<file path="src/rtl/req_ack_pkg.sv">
// Shared state encoding for the request/ack service blocks and their checkers.
package req_ack_pkg;

    localparam int STATE_W = 2;

    typedef enum logic [STATE_W-1:0] {
        IDLE     = 2'd0,
        STARTING = 2'd1,
        WORKING  = 2'd2,
        DONE     = 2'd3
    } state_t;

endpackage

</file>
<file path="src/rtl/req_ack_rr_timer_svc_timer.sv">
// Service timer: cleared on start, counts while enabled, flags ready when it reaches the latched limit.
module svc_timer #(
    parameter int CNT_W = 10
) (
    input  logic             clock,
    input  logic             reset,
    input  logic             start,
    input  logic             en,
    input  logic [CNT_W-1:0] limit,
    output logic             ready
);

    logic [CNT_W-1:0] count;

    assign ready = en && (count == limit);

    // Holding at the limit keeps an all-ones limit from wrapping the counter.
    always_ff @(posedge clock) begin
        if (reset) begin
            count <= '0;
        end else if (start) begin
            count <= '0;
        end else if (en && !ready) begin
            count <= count + CNT_W'(1);
        end
    end

endmodule

</file>
<file path="src/rtl/req_ack_rr_timer.sv">
// N_CH requesters share one service timer; idle requests are granted round-robin and
// answered with a one-cycle ack after a programmable delay.
import req_ack_pkg::*;

module req_ack_rr_timer #(
    parameter int N_CH  = 4,
    parameter int CNT_W = 10,
    parameter int ID_W  = (N_CH > 1) ? $clog2(N_CH) : 1
) (
    input  logic             clock,
    input  logic             reset,
    input  logic [N_CH-1:0]  req,
    input  logic [CNT_W-1:0] delay,
    output logic [N_CH-1:0]  ack,
    output logic             busy,
    output logic [ID_W-1:0]  grant_id
);

    state_t           state;
    state_t           state_nxt;
    logic [ID_W-1:0]  ptr;
    logic [CNT_W-1:0] limit;
    logic [ID_W-1:0]  pick;
    logic             start;
    logic             en;
    logic             ready;

    // First asserted channel scanning upward from the one after the last grant.
    function automatic logic [ID_W-1:0] rr_pick(input logic [N_CH-1:0] r,
                                                input logic [ID_W-1:0] last);
        logic [ID_W-1:0] g;
        logic            found;
        int              idx;
        g     = last;
        found = 1'b0;
        for (int i = 1; i <= N_CH; i++) begin
            idx = (int'(last) + i) % N_CH;
            if (!found && r[idx]) begin
                g     = ID_W'(idx);
                found = 1'b1;
            end
        end
        return g;
    endfunction

    assign pick  = rr_pick(req, ptr);
    assign start = (state == STARTING);
    assign en    = (state == WORKING);

    svc_timer #(.CNT_W(CNT_W)) u_timer (
        .clock (clock),
        .reset (reset),
        .start (start),
        .en    (en),
        .limit (limit),
        .ready (ready)
    );

    always_ff @(posedge clock) begin
        if (reset) begin
            state    <= IDLE;
            ptr      <= ID_W'(N_CH - 1);
            grant_id <= '0;
            limit    <= '0;
        end else begin
            state <= state_nxt;
            if (state == IDLE && (|req)) begin
                grant_id <= pick;
                ptr      <= pick;
                limit    <= delay;
            end
        end
    end

    always_comb begin
        state_nxt = state;
        case (state)
            IDLE:     if (|req) state_nxt = STARTING;
            STARTING: state_nxt = WORKING;
            WORKING:  if (ready) state_nxt = DONE;
            DONE:     state_nxt = IDLE;
            default:  state_nxt = IDLE;
        endcase
    end

    // Outputs decode registered state only, so req has no combinational path out.
    assign busy = (state != IDLE);
    assign ack  = (state == DONE) ? (N_CH'(1) << grant_id) : '0;

endmodule

</file>
<file path="config.mk">
export PLATFORM = sky130hd
export DESIGN_NAME = req_ack_rr_timer
export DESIGN_NICKNAME = d
export VERILOG_FILES = /design/src/rtl/req_ack_pkg.sv /design/src/rtl/req_ack_rr_timer_svc_timer.sv /design/src/rtl/req_ack_rr_timer.sv
export SDC_FILE = /design/constraint.sdc
export NUM_CORES = 1
export LEC_CHECK = 0
export BUFFER_PORTS_ARGS = -buffer_cell sky130_fd_sc_hd__buf_2
export CORE_UTILIZATION = 47
export DETAILED_ROUTE_END_ITERATION = 7
export PLACE_DENSITY = 0.7
export SYNTH_ARGS = -nofsm -noshare
export SYNTH_HDL_FRONTEND = slang
export SYNTH_SLANG_ARGS = --single-unit
</file>
<file path="constraint.sdc">
create_clock -name clock -period 5.5 [get_ports clock]
set_clock_uncertainty 0.2 [all_clocks]
set_input_delay 0.275 -clock clock [delete_from_list [all_inputs] [get_ports clock]]
set_output_delay 0.275 -clock clock [all_outputs]
set_load 0.005 [all_outputs]
</file>
* Word level (Yosys, flattened, before mapping)
Cells that the tools add are included.
** Word-level totals
- Output and inout port bits :: 7
- Input port bits :: 16
- Flip-flop bits (word level) :: 26
- Logic and storage cells :: 67
** Operators by class
- Equality and inequality tests :: 6
- $lt $le $gt $ge :: 4
- Reductions and logical operators :: 19
- Bitwise operators :: 4
- $add $sub $neg :: 5
- Shift operators :: 1
- Muxes and demuxes :: 23
** Operators with widths (number)
- $lt 3x4->1 const B :: 4
- $mux 2 :: 6
- $mux 1 :: 11
- $add 10x1->10 const B :: 1
- $eq 10x10->1 :: 1
- $reduce_or 2->1 :: 5
- $bmux 1 s2 :: 4
- $pmux 2 s4 :: 1
- $logic_and 1x1->1 :: 6
- $add 2x1->2 const B :: 2
- $add 2x2->2 const B :: 2
- $and 1x1->1 const A :: 4
- $eq 2x2->1 const B :: 2
- $logic_not 1->1 :: 4
- $mux 4 :: 1
- $reduce_or 4->1 :: 1
- $shl 1x2->4 const A :: 1
- $eq 2x1->1 const B :: 1
- $logic_not 2->1 :: 1
- $ne 2x1->1 const B :: 1
- $ne 2x2->1 const B :: 1
- $reduce_and 2->1 :: 1
- $reduce_bool 2->1 :: 1

* Longest topological paths before layout
- Word-level depth :: 16
- Mapped depth :: 7
- Gate-level depth less buffers :: 6

* Hierarchy
Synthesis repeated with hierarchy kept, for this count alone.
** Unflattened totals
- Cells, all modules :: 165
- Area total of the unflattened synthesis :: 1371.3 um^2
** By module, submodules not included
- req_ack_rr_timer :: area an instance 765.7 um^2, seq. area each 320.3 um^2, cells an instance 96, instances 1
- svc_timer :: area an instance 605.6 um^2, seq. area each 200.2 um^2, cells an instance 69, instances 1

* Worst setup path before layout
Ideal clock, no wire load.
- Kind :: reg-to-reg
- Start :: register u_timer.count[0]
- End :: register u_timer.count[0]
- Arrival :: 1496 ps
- Data required time :: 5174 ps
- Stages on the path, launching flop included :: 8
- Setup time :: 126 ps
- Setup slack :: 3678 ps
- Path buffers :: 2
- Period minus slack after synthesis :: 1822 ps
- Cell sequence :: dfxtp_1 xnor2_1 nand4_1 o41ai_2 buf_6 buf_6 xor2_1 nor2_1
** Between the ends
- Cells in the longest elaborated chain, start to end :: 4
- Elaborated cells on any way between the ends :: 5
- Those cells by class :: add/sub (1); eq/ne (1); reduce/logical (3)
** RTL lines
- from (decl) :: RTL line req_ack_rr_timer_svc_timer.sv:13 : logic [CNT_W-1:0] count;
- from (signal assigned) :: RTL line req_ack_rr_timer_svc_timer.sv:24 : count <= count + CNT_W'(1);
- branches (longest 4 deep; another with $add 10x1->10)
Parallel ways; which one is timed is not known.
A chain may end at the register's enable or synchronous reset.

* Final worst setup path
- Start :: register u_timer.count[7]
- End :: register state[1]
** Between the ends
- Cells in the longest elaborated chain, start to end :: 4
** RTL lines
- $eq 10x10->1 :: RTL line req_ack_rr_timer_svc_timer.sv:15 : assign ready = en && (count == limit);
- $logic_and 1x1->1 :: RTL line req_ack_rr_timer_svc_timer.sv:15
- $ne 2x2->1 (no line)
- $reduce_and 2->1 (no line)
- to (signal assigned) :: RTL line req_ack_rr_timer.sv:66 : state <= state_nxt;
- to (decl) :: RTL line req_ack_rr_timer.sv:19 : state_t state;
Every way passes these cells.

==> qor.yml <==
outcome: "complete, no violations"
detail_route.wl_per_cell_microns: 13.7
syn2layout_area_growth_pct: 17.6
die_h_microns: 56.6
cellPowerDensity_mw_per_mm2: 393
cp_class: "flop to flop"
synth_top_area_share_pct: 37.2
total_global_route_track_usage_pct: 21.8
fraction_of_layout_instances_using_a_drive_strength_above_1_pct: 14.4
crit_arrival_ns: 2.39
cpPeakStageDelay_ns: 0.80
path_max_fanout: 11
ctsLongestPathBuffers: 2
hold_violations: 0
critPathLaunchType: "flop"
crit_buf_inv: 1
grt_max_degree: 20
final_common_cell: "sky130_fd_sc_hd__nand2_1"
crit_path_end_kind: "flop"
layout_common_cells: "sky130_fd_sc_hd__nand2_1 (29), sky130_fd_sc_hd__dfxtp_1 (26), sky130_fd_sc_hd__a21oi_1 (23)"
gp_routability_congestion: 0.802
hpwl_mm: 2.24
path_clk_slew_ns: 0.15
worst_slew_margin_rel_pct: 37.2
grt_overflow: 0
syn_avg_cell_area_sq_um: 8.09
power.ir.vdd_worst_v: 0.000327
cell_family_with_the_largest_share_of_critical_path_delay: "compound AO/OA/AOI/OAI gates"
number_of_rows_created_at_floorplan: 19
count_of_flip_flops_with_a_built_in_enable_after_synthesis: 0
synthesis.instances: 173
place_worst_setup_slack_ns: 3.15
number_of_search_and_repair_iterations_in_the_first_detailed_routing_pass: 4
clock.fmax_mhz: 420
synth_ff_type: "sky130_fd_sc_hd__dfxtp_1"
cts_post_setup_buffers_inserted: 0
via_count: 1323
yosysWarnings: 0
timing.critical_path.required_ns: 5.51
leakage_nw: 0.648
yosys_register_bits: 26
synth_seq_area_share_pct: 37.2
dominant_cell_type_by_area_after_synthesis: "sky130_fd_sc_hd__dfxtp_1"
die_width_microns: 56.6
tightest_slew_ns: 0.939
floorplan.core_area_sq_mm: 0.00278
wirelength_mm: 3.18
worstPathCellList: "xnor2_1 > nand4_1 > o41ai_2 > buf_4 > and2_1 > o31ai_1"
initial_utilization_pct: 50.3
async_flop_share_pct: 0
min_period_over_period_pct: 43.3
pin_count: 23
numClockSinks: 26
post-route-worst-setup-slack_ns: 3.12
drc: 0
wire_length_of_the_first_global_routing_pass_mm: 5.50
synthDistinctLibCells: 38
worst_skew_pair.late_latency_ns: 0.32
numCtsBuffers: 3
crit_path_top_delay_cell: "sky130_fd_sc_hd__o41ai_2"
synthTopCellsByArea: "sky130_fd_sc_hd__dfxtp_1 (37%), sky130_fd_sc_hd__a21oi_1 (8.2%), sky130_fd_sc_hd__nand2_1 (7.8%)"
hold_path.class: "primary input to flop"
drtAntennaViolNets: 0
rsz_0062_raised_after_global_routing: "no"
min_period_ns: 2.38
io_buffers: 22
final-setup-viol-count: 0
fp.dieArea_sq_mm: 0.00320
finish.net_count: 225
antenna_cells: 0
clock_tree_from_tritoncts: "done"
layout.core_utilization_pct: 59.2
antenna_found_initial: 0
fin_tns_setup_ns: 0
htree_levels: 1
syn_nets: 195
detailedRoute.firstIterationViolations: 32
cts-root-buf: "sky130_fd_sc_hd__clkbuf_4"
syn_area_sq_mm: 0.00140
first_global_vias: 1285
timing_max_transition_violations_final: 0
cap_viol_max_count: 0
vias_per_cell: 5.68
-- routing by layer --
metal,track usage (%),up-vias,share of wire (%)
met4,5.57,0,0.94
met1,25.0,622,46
met5,0,-,0
met2,40.5,22,51
met3,4.38,4,2.3
li1,-,675,-
-- per-stage QoR --
step / total power, mW / instances / hold slack, ns / instance area (sq um)
floorplan: 0.481 / 173 / 0.211 / 1400
global placement: 0.526 / 219 / 0.264 / 1510
detailed placement: 0.546 / 219 / 0.266 / 1510
CTS: 0.648 / 233 / 0.124 / 1650
global route: 0.698 / 233 / 0.150 / 1650
finish: 0.647 / 233 / 0.137 / 1650
-- area by class of cell --
type	instances	area [sq um]
Clock buffer	4	36.3
Inverter	6	22.5
Fill cell	253	1130
Timing Repair Buffer	33	218
Multi-Input combinational cell	133	811
Sequential cell	26	520
Tap cell	31	38.8
-- what timing repair did --
item,in CTS,in global routing
endpoints found under the hold margin,10,0
hold buffers,10,0
gates resized for setup,0,0
-- synthesized netlist by cell type, types with 3 or more instances --
| cell | instances |
|---|---|
| sky130_fd_sc_hd__clkbuf_1 | 4 |
| sky130_fd_sc_hd__or4_1 | 5 |
| sky130_fd_sc_hd__nand2b_1 | 3 |
| sky130_fd_sc_hd__dfxtp_1 | 26 |
| sky130_fd_sc_hd__o21ai_0 | 5 |
| sky130_fd_sc_hd__nand3_1 | 5 |
| sky130_fd_sc_hd__xnor2_1 | 8 |
| sky130_fd_sc_hd__and3_1 | 3 |
| sky130_fd_sc_hd__xor2_1 | 3 |
| sky130_fd_sc_hd__nand2_1 | 29 |
| sky130_fd_sc_hd__ha_1 | 6 |
| sky130_fd_sc_hd__nor2_1 | 7 |
| sky130_fd_sc_hd__nand4_1 | 3 |
| sky130_fd_sc_hd__o31ai_1 | 6 |
| sky130_fd_sc_hd__inv_1 | 6 |
| sky130_fd_sc_hd__o21a_1 | 3 |
| sky130_fd_sc_hd__nor3b_1 | 3 |
| sky130_fd_sc_hd__or3_1 | 3 |
| sky130_fd_sc_hd__a21oi_1 | 23 |
-- logic make-up after synthesis --
family	synth area share [%]
flops	37.2
simple gates	25.3
fa+ha+maj	5.36
compound gates	20.4
xor+xnor	6.88
buf+inv	4.91
-- registers in the layout, indices dropped and copies added, names as in the netlist --
name and cells:
u_timer.count 10, ptr 2, state 2, grant_id 2
limit 10
-- path summary, 6_finish.rpt --
check	startpoint	to	slack, ns	depth (start not counted)
worst min register to register	limit[9]	limit[9]	0.28	2
worst min-delay path	reset	limit[6]	0.14	2
worst max register to register	u_timer.count[7]	state[1]	3.12	6
worst max-delay path	u_timer.count[7]	state[1]	3.12	6
-- report_power, final --
group          internal (mW)  switching (mW)
sequential             0.231          0.0482
clock                 0.0405          0.0579
combinational          0.112           0.157
No activity file was read; power rests on OpenSTA's default activity.
